### config.mk
export PLATFORM = sky130hd
export DESIGN_NAME = firing_control
export DESIGN_NICKNAME = d
export VERILOG_FILES = /design/src/rtl/firing_control.sv
export SDC_FILE = /design/constraint.sdc
export NUM_CORES = 1
export LEC_CHECK = 0
export ABC_AREA = 1
export CAP_MARGIN = 30
export CORE_UTILIZATION = 36
export DETAILED_ROUTE_END_ITERATION = 10
export PLACE_DENSITY = 0.55
export SLEW_MARGIN = 25
export SYNTH_ARGS = -nofsm -noshare
export SYNTH_HDL_FRONTEND = slang
export SYNTH_SLANG_ARGS = --single-unit
### constraint.sdc
create_clock -name clk -period 2.75 [get_ports clk]
set_input_delay 0.6875 -clock clk [delete_from_list [all_inputs] [get_ports clk]]
set_output_delay 0.6875 -clock clk [all_outputs]
set_load 0.005 [all_outputs]
### src/rtl/firing_control.sv
// Trigger conditioning and firing sequencer: synchronizes and debounces the fire button,
// then issues HOLD / SHOT / COOLDOWN / RELOAD commands to the firing datapath.
module firing_control #(
    parameter int DEBOUNCE_CYCLES = 4,
    parameter int COOLDOWN_CYCLES = 8,
    parameter int RELOAD_CYCLES   = 16
) (
    input  logic       clk,
    input  logic       reset,
    input  logic       trigger,
    input  logic       reload_req,
    input  logic       round_active,
    input  logic [1:0] remaining_shots,
    output logic [2:0] control,
    output logic       shot_fired,
    output logic       dry_fire,
    output logic       busy
);

    typedef enum logic [1:0] {
        HOLD,
        SHOT,
        COOLDOWN,
        RELOAD
    } state_t;

    localparam logic [2:0]  CTRL_RELOAD = 3'b000;
    localparam logic [2:0]  CTRL_HOLD   = 3'b001;
    localparam logic [2:0]  CTRL_SHOT   = 3'b011;
    localparam logic [15:0] DEB_LAST    = 16'(DEBOUNCE_CYCLES - 1);
    localparam logic [15:0] COOL_LAST   = 16'(COOLDOWN_CYCLES - 1);
    localparam logic [15:0] RELOAD_LAST = 16'(RELOAD_CYCLES - 1);

    logic [1:0]  sync_q;
    logic        deb_level;
    logic        deb_prev;
    logic [15:0] deb_count;
    logic        press;

    state_t      state;
    state_t      next_state;
    logic [15:0] count;
    logic [15:0] next_count;
    logic        next_dry;
    logic [2:0]  next_control;

    // Debounced level only flips after DEBOUNCE_CYCLES consecutive disagreeing samples.
    always_ff @(posedge clk or posedge reset) begin
        if (reset) begin
            sync_q    <= 2'b00;
            deb_level <= 1'b0;
            deb_prev  <= 1'b0;
            deb_count <= 16'd0;
        end else begin
            sync_q   <= {sync_q[0], trigger};
            deb_prev <= deb_level;
            if (sync_q[1] != deb_level) begin
                if (deb_count == DEB_LAST) begin
                    deb_level <= sync_q[1];
                    deb_count <= 16'd0;
                end else begin
                    deb_count <= deb_count + 16'd1;
                end
            end else begin
                deb_count <= 16'd0;
            end
        end
    end

    assign press = deb_level & ~deb_prev;

    always_comb begin
        next_state   = state;
        next_count   = count;
        next_dry     = 1'b0;
        next_control = CTRL_HOLD;
        unique case (state)
            HOLD: begin
                if (press && round_active && remaining_shots != 2'd0) begin
                    next_state = SHOT;
                end else if (reload_req && round_active) begin
                    next_state = RELOAD;
                    next_count = RELOAD_LAST;
                end else if (press && round_active) begin
                    next_dry = 1'b1;
                end
            end
            SHOT: begin
                next_state = COOLDOWN;
                next_count = COOL_LAST;
            end
            COOLDOWN, RELOAD: begin
                if (!round_active) begin
                    next_state = HOLD;
                    next_count = 16'd0;
                end else if (count == 16'd0) begin
                    next_state = HOLD;
                end else begin
                    next_count = count - 16'd1;
                end
            end
            default: begin
                next_state = HOLD;
                next_count = 16'd0;
            end
        endcase
        // Outputs are registered, so they are derived from the state being entered.
        if (next_state == SHOT) begin
            next_control = CTRL_SHOT;
        end else if (next_state == RELOAD) begin
            next_control = CTRL_RELOAD;
        end
    end

    always_ff @(posedge clk or posedge reset) begin
        if (reset) begin
            state      <= HOLD;
            count      <= 16'd0;
            control    <= CTRL_HOLD;
            shot_fired <= 1'b0;
            dry_fire   <= 1'b0;
            busy       <= 1'b0;
        end else begin
            state      <= next_state;
            count      <= next_count;
            control    <= next_control;
            shot_fired <= (next_state == SHOT);
            dry_fire   <= next_dry;
            busy       <= (next_state != HOLD);
        end
    end

endmodule

==> out/qor.csv <==
metric,value,unit
DP HPWL,3476,um
Synth Area in Simple Gates,37.55,%
# DRC,0,
GR Layer Usage met1,22.90,%
Max-Cap Viols,0,
YS warnings,0,
sequential power share,41.0,%
Synth Area in Compound Gates,5.980,%
P&R area growth vs syn,11.49,%
syn_nets,332,
Die Footprint,7014,sq um
first-pass GRT wire length,8976,um
final instance area,2683,sq um
slowest CP cell,clkdlybuf4s50_1,
CP dominant cell by count,nand2_1,
Worst-path clk slew,80,ps
busiest layer in global routing,met2,
post-synthesis mux area share,0,%
Final ANT Viol Nets,0,
Min-Delay Path Depth,0,
cell area after synthesis,2406,sq um
Critical Path AT,2350,ps
worst r2r path cells,9,
CTS HTree Levels,2,
layout cell share with drive strength beyond 1,11.61,%
Die Wd,83.75,um
largest net degree at the start of global routing,43,
Max IR drop VDD,0.3808,mV
Num CTS Buffers,5,
Die H,83.75,um
"commonest non-fill, non-tap cell in the layout",nand2_1,
Crit path required time,2990,ps
via count,2009,
Starting DRT DRC Count,125,
leakage power,0.001305,uW
outcome,completed,
"Setup violations, final",0,
GRT met2 Usage,23.80,%
I/O Buffers,11,
Synth Area in Adders,1.040,%
Worst Hold Class,flop to flop,
Synth Register Bits,42,
vias in the first global route,1961,
clock latency on the worst-skew pair,290,ps
Final Wtd Congestion,0.8210,
worst-margin pin slew,555.2,ps
Final Instance Count excl. Fillers,413,
"Seq/Total Area, Yosys",43.73,%
Pwr Total,2027,uW
Synth Instances,323,
Post-Synth XOR/XNOR Area,2.912,%
"Worst Path Class, Setup",input pin to flop,
Psw,774.1,uW
met3 usage,3.462,%
most frequent cells in the layout,"85 x nand2_1, 54 x nor2_1, 41 x dfrtp_1, 36 x inv_1, 22 x nand3_1",
max_slew headroom,62.99,%
Post-synth ARST share,100.0,%
routed wire length,4902,um
Rows,29,
grt total ovfl,0,
vias per cell,4.864,
RSZ-0062 raised after global routing,false,
crit path capture type,flop,
Final #Nets,345,
Post-synth EDFFs,0,
f_max,0.4743,GHz
drt first pass iters,5,
diodes inserted,0,
setup TNS,0,ps
switching share of power,38.20,%
final hold vios,0,
CTS Buffer Depth,2,
# placed instances,406,
Resized cells post-CTS,0,
average size of a mapped cell,7.449,sq um
clk sink count,42,
Gate power share,34.3,%
Power Density,755.5,nW/um^2
clock share of power,24.6,%
ys flop type,dfrtp_1,
CTS tree,yes,
Crit path largest cell delay,510,ps
Initial Util,37.68,%
post-route minimum period,2109,ps
initial antenna violation count,0,
Int Power,1253,uW
Final period util,76.68,%
"Slew Viols, Final",0,
drt wl/cell,11.87,um
Startpoint Class,input pin,
Layout Skew,10.27,ps
Post-CTS Hold Fix Bufs,0,
Root Buffer,clkbuf_8,
main combinational cell family by area after synthesis,simple AND/OR/NAND/NOR gates,
Placement Cell Area,2570,sq um
"Setup Fix Bufs, Post-CTS",0,
I/O pin cnt,13,
crit path cell chain,clkdlybuf4s50_1 -> buf_4 -> nand2_1 -> inv_1 -> nand2_1 -> nand2_1 -> nand2_4 -> inv_2 -> o21ai_0 -> nand2_1,
Fillers,682,
CP Max Fanout,23,
Core ar.,6386,sq um
Unique masters post-synth,33,
overall routing resource usage,15.81,%
[state kept, by name (all words and copies together) (netlist names)]
register / cells
sync_q: 2
dry_fire: 1
deb_level: 1
deb_count: 16
state: 2
control: 2
count: 16
deb_prev: 1
busy: 1
[through the flow]
stage | hold slack, ps | setup slack, ps | util [%]
2_1_floorplan | 331.2 | 1090 | -
3_3_place_gp | 350.7 | 338.5 | 40.24
3_5_place_dp | 337.8 | 335.8 | 40.24
4_1_cts | 367.9 | 630.3 | 42.01
5_1_grt | 384.9 | 476.0 | 42.01
6_report | 360.4 | 641.4 | 42.01
[worst max-delay path: cells and delay by family]
family | cells | cell delay [ps]
AOI/OAI and AO/OA | 1 | 120
buffers and inverters | 4 | 1020
and+or+nand+nor | 5 | 510
[path summary, 6_finish.rpt]
path / startpoint / end / slack [ps]
max: round_active / count[3] / 640
min: sync_q[0] / sync_q[1] / 360
max reg2reg: count[0] / count[3] / 930
min reg2reg: sync_q[0] / sync_q[1] / 360
max in group asynchronous: reset / control[0] / 1540
min in group asynchronous: reset / deb_count[5] / 830
[kinds of logic (layout without fill, tap and decap cells)]
family | count (synthesis) | count (layout)
buffers and inverters | 46 | 59
AO/OA/AOI/OAI | 21 | 21
adder cells (fa/ha/maj) | 2 | 2
other | 1 | 1
flip-flops | 42 | 42
XOR/XNOR | 8 | 8
AND/OR/NAND/NOR | 203 | 203
[synthesized netlist by cell type, types with 6 or more instances]
library cell  number  area share, %
dfrtp_1           41             43
inv_1             37            5.8
nand2_1           85             13
nand3_1           22            4.6
nand4_1           10            2.6
nor2_1            54            8.4
nor2_2             7            1.8
nor3_1             9            1.9
o21ai_0            6            1.2
o21ai_2            8            2.9
or2_2              6            1.6
xor2_1             7            2.5
[power by group through the flow]
stage / clock network, uW / registers, uW / logic [uW]
finish: 499 / 832 / 696
global route: 542 / 851 / 809
CTS: 524 / 833 / 703
detailed placement: 0 / 844 / 700
global placement: 0 / 847 / 700
floorplan: 0 / 805 / 585
[final cells by class]
cell class | count | area [sq um] | area share, %
multi-input cells | 235 | 1146 | 42.72
repair buffers | 14 | 132.6 | 4.944
flip-flops and latches | 42 | 1052 | 39.23
clock buffers | 6 | 82.58 | 3.078
well taps | 77 | 96.34 | 3.591
inverters | 38 | 142.6 | 5.317
clock inverters | 1 | 30.03 | 1.119
[routing by layer]
layer | up-vias | wire length [um]
met1 | 925 | 2507
met4 | 0 | 45
met2 | 34 | 2144
met5 | - | 0
li1 | 1045 | -
met3 | 5 | 205
(Power assumes the default switching activity.)
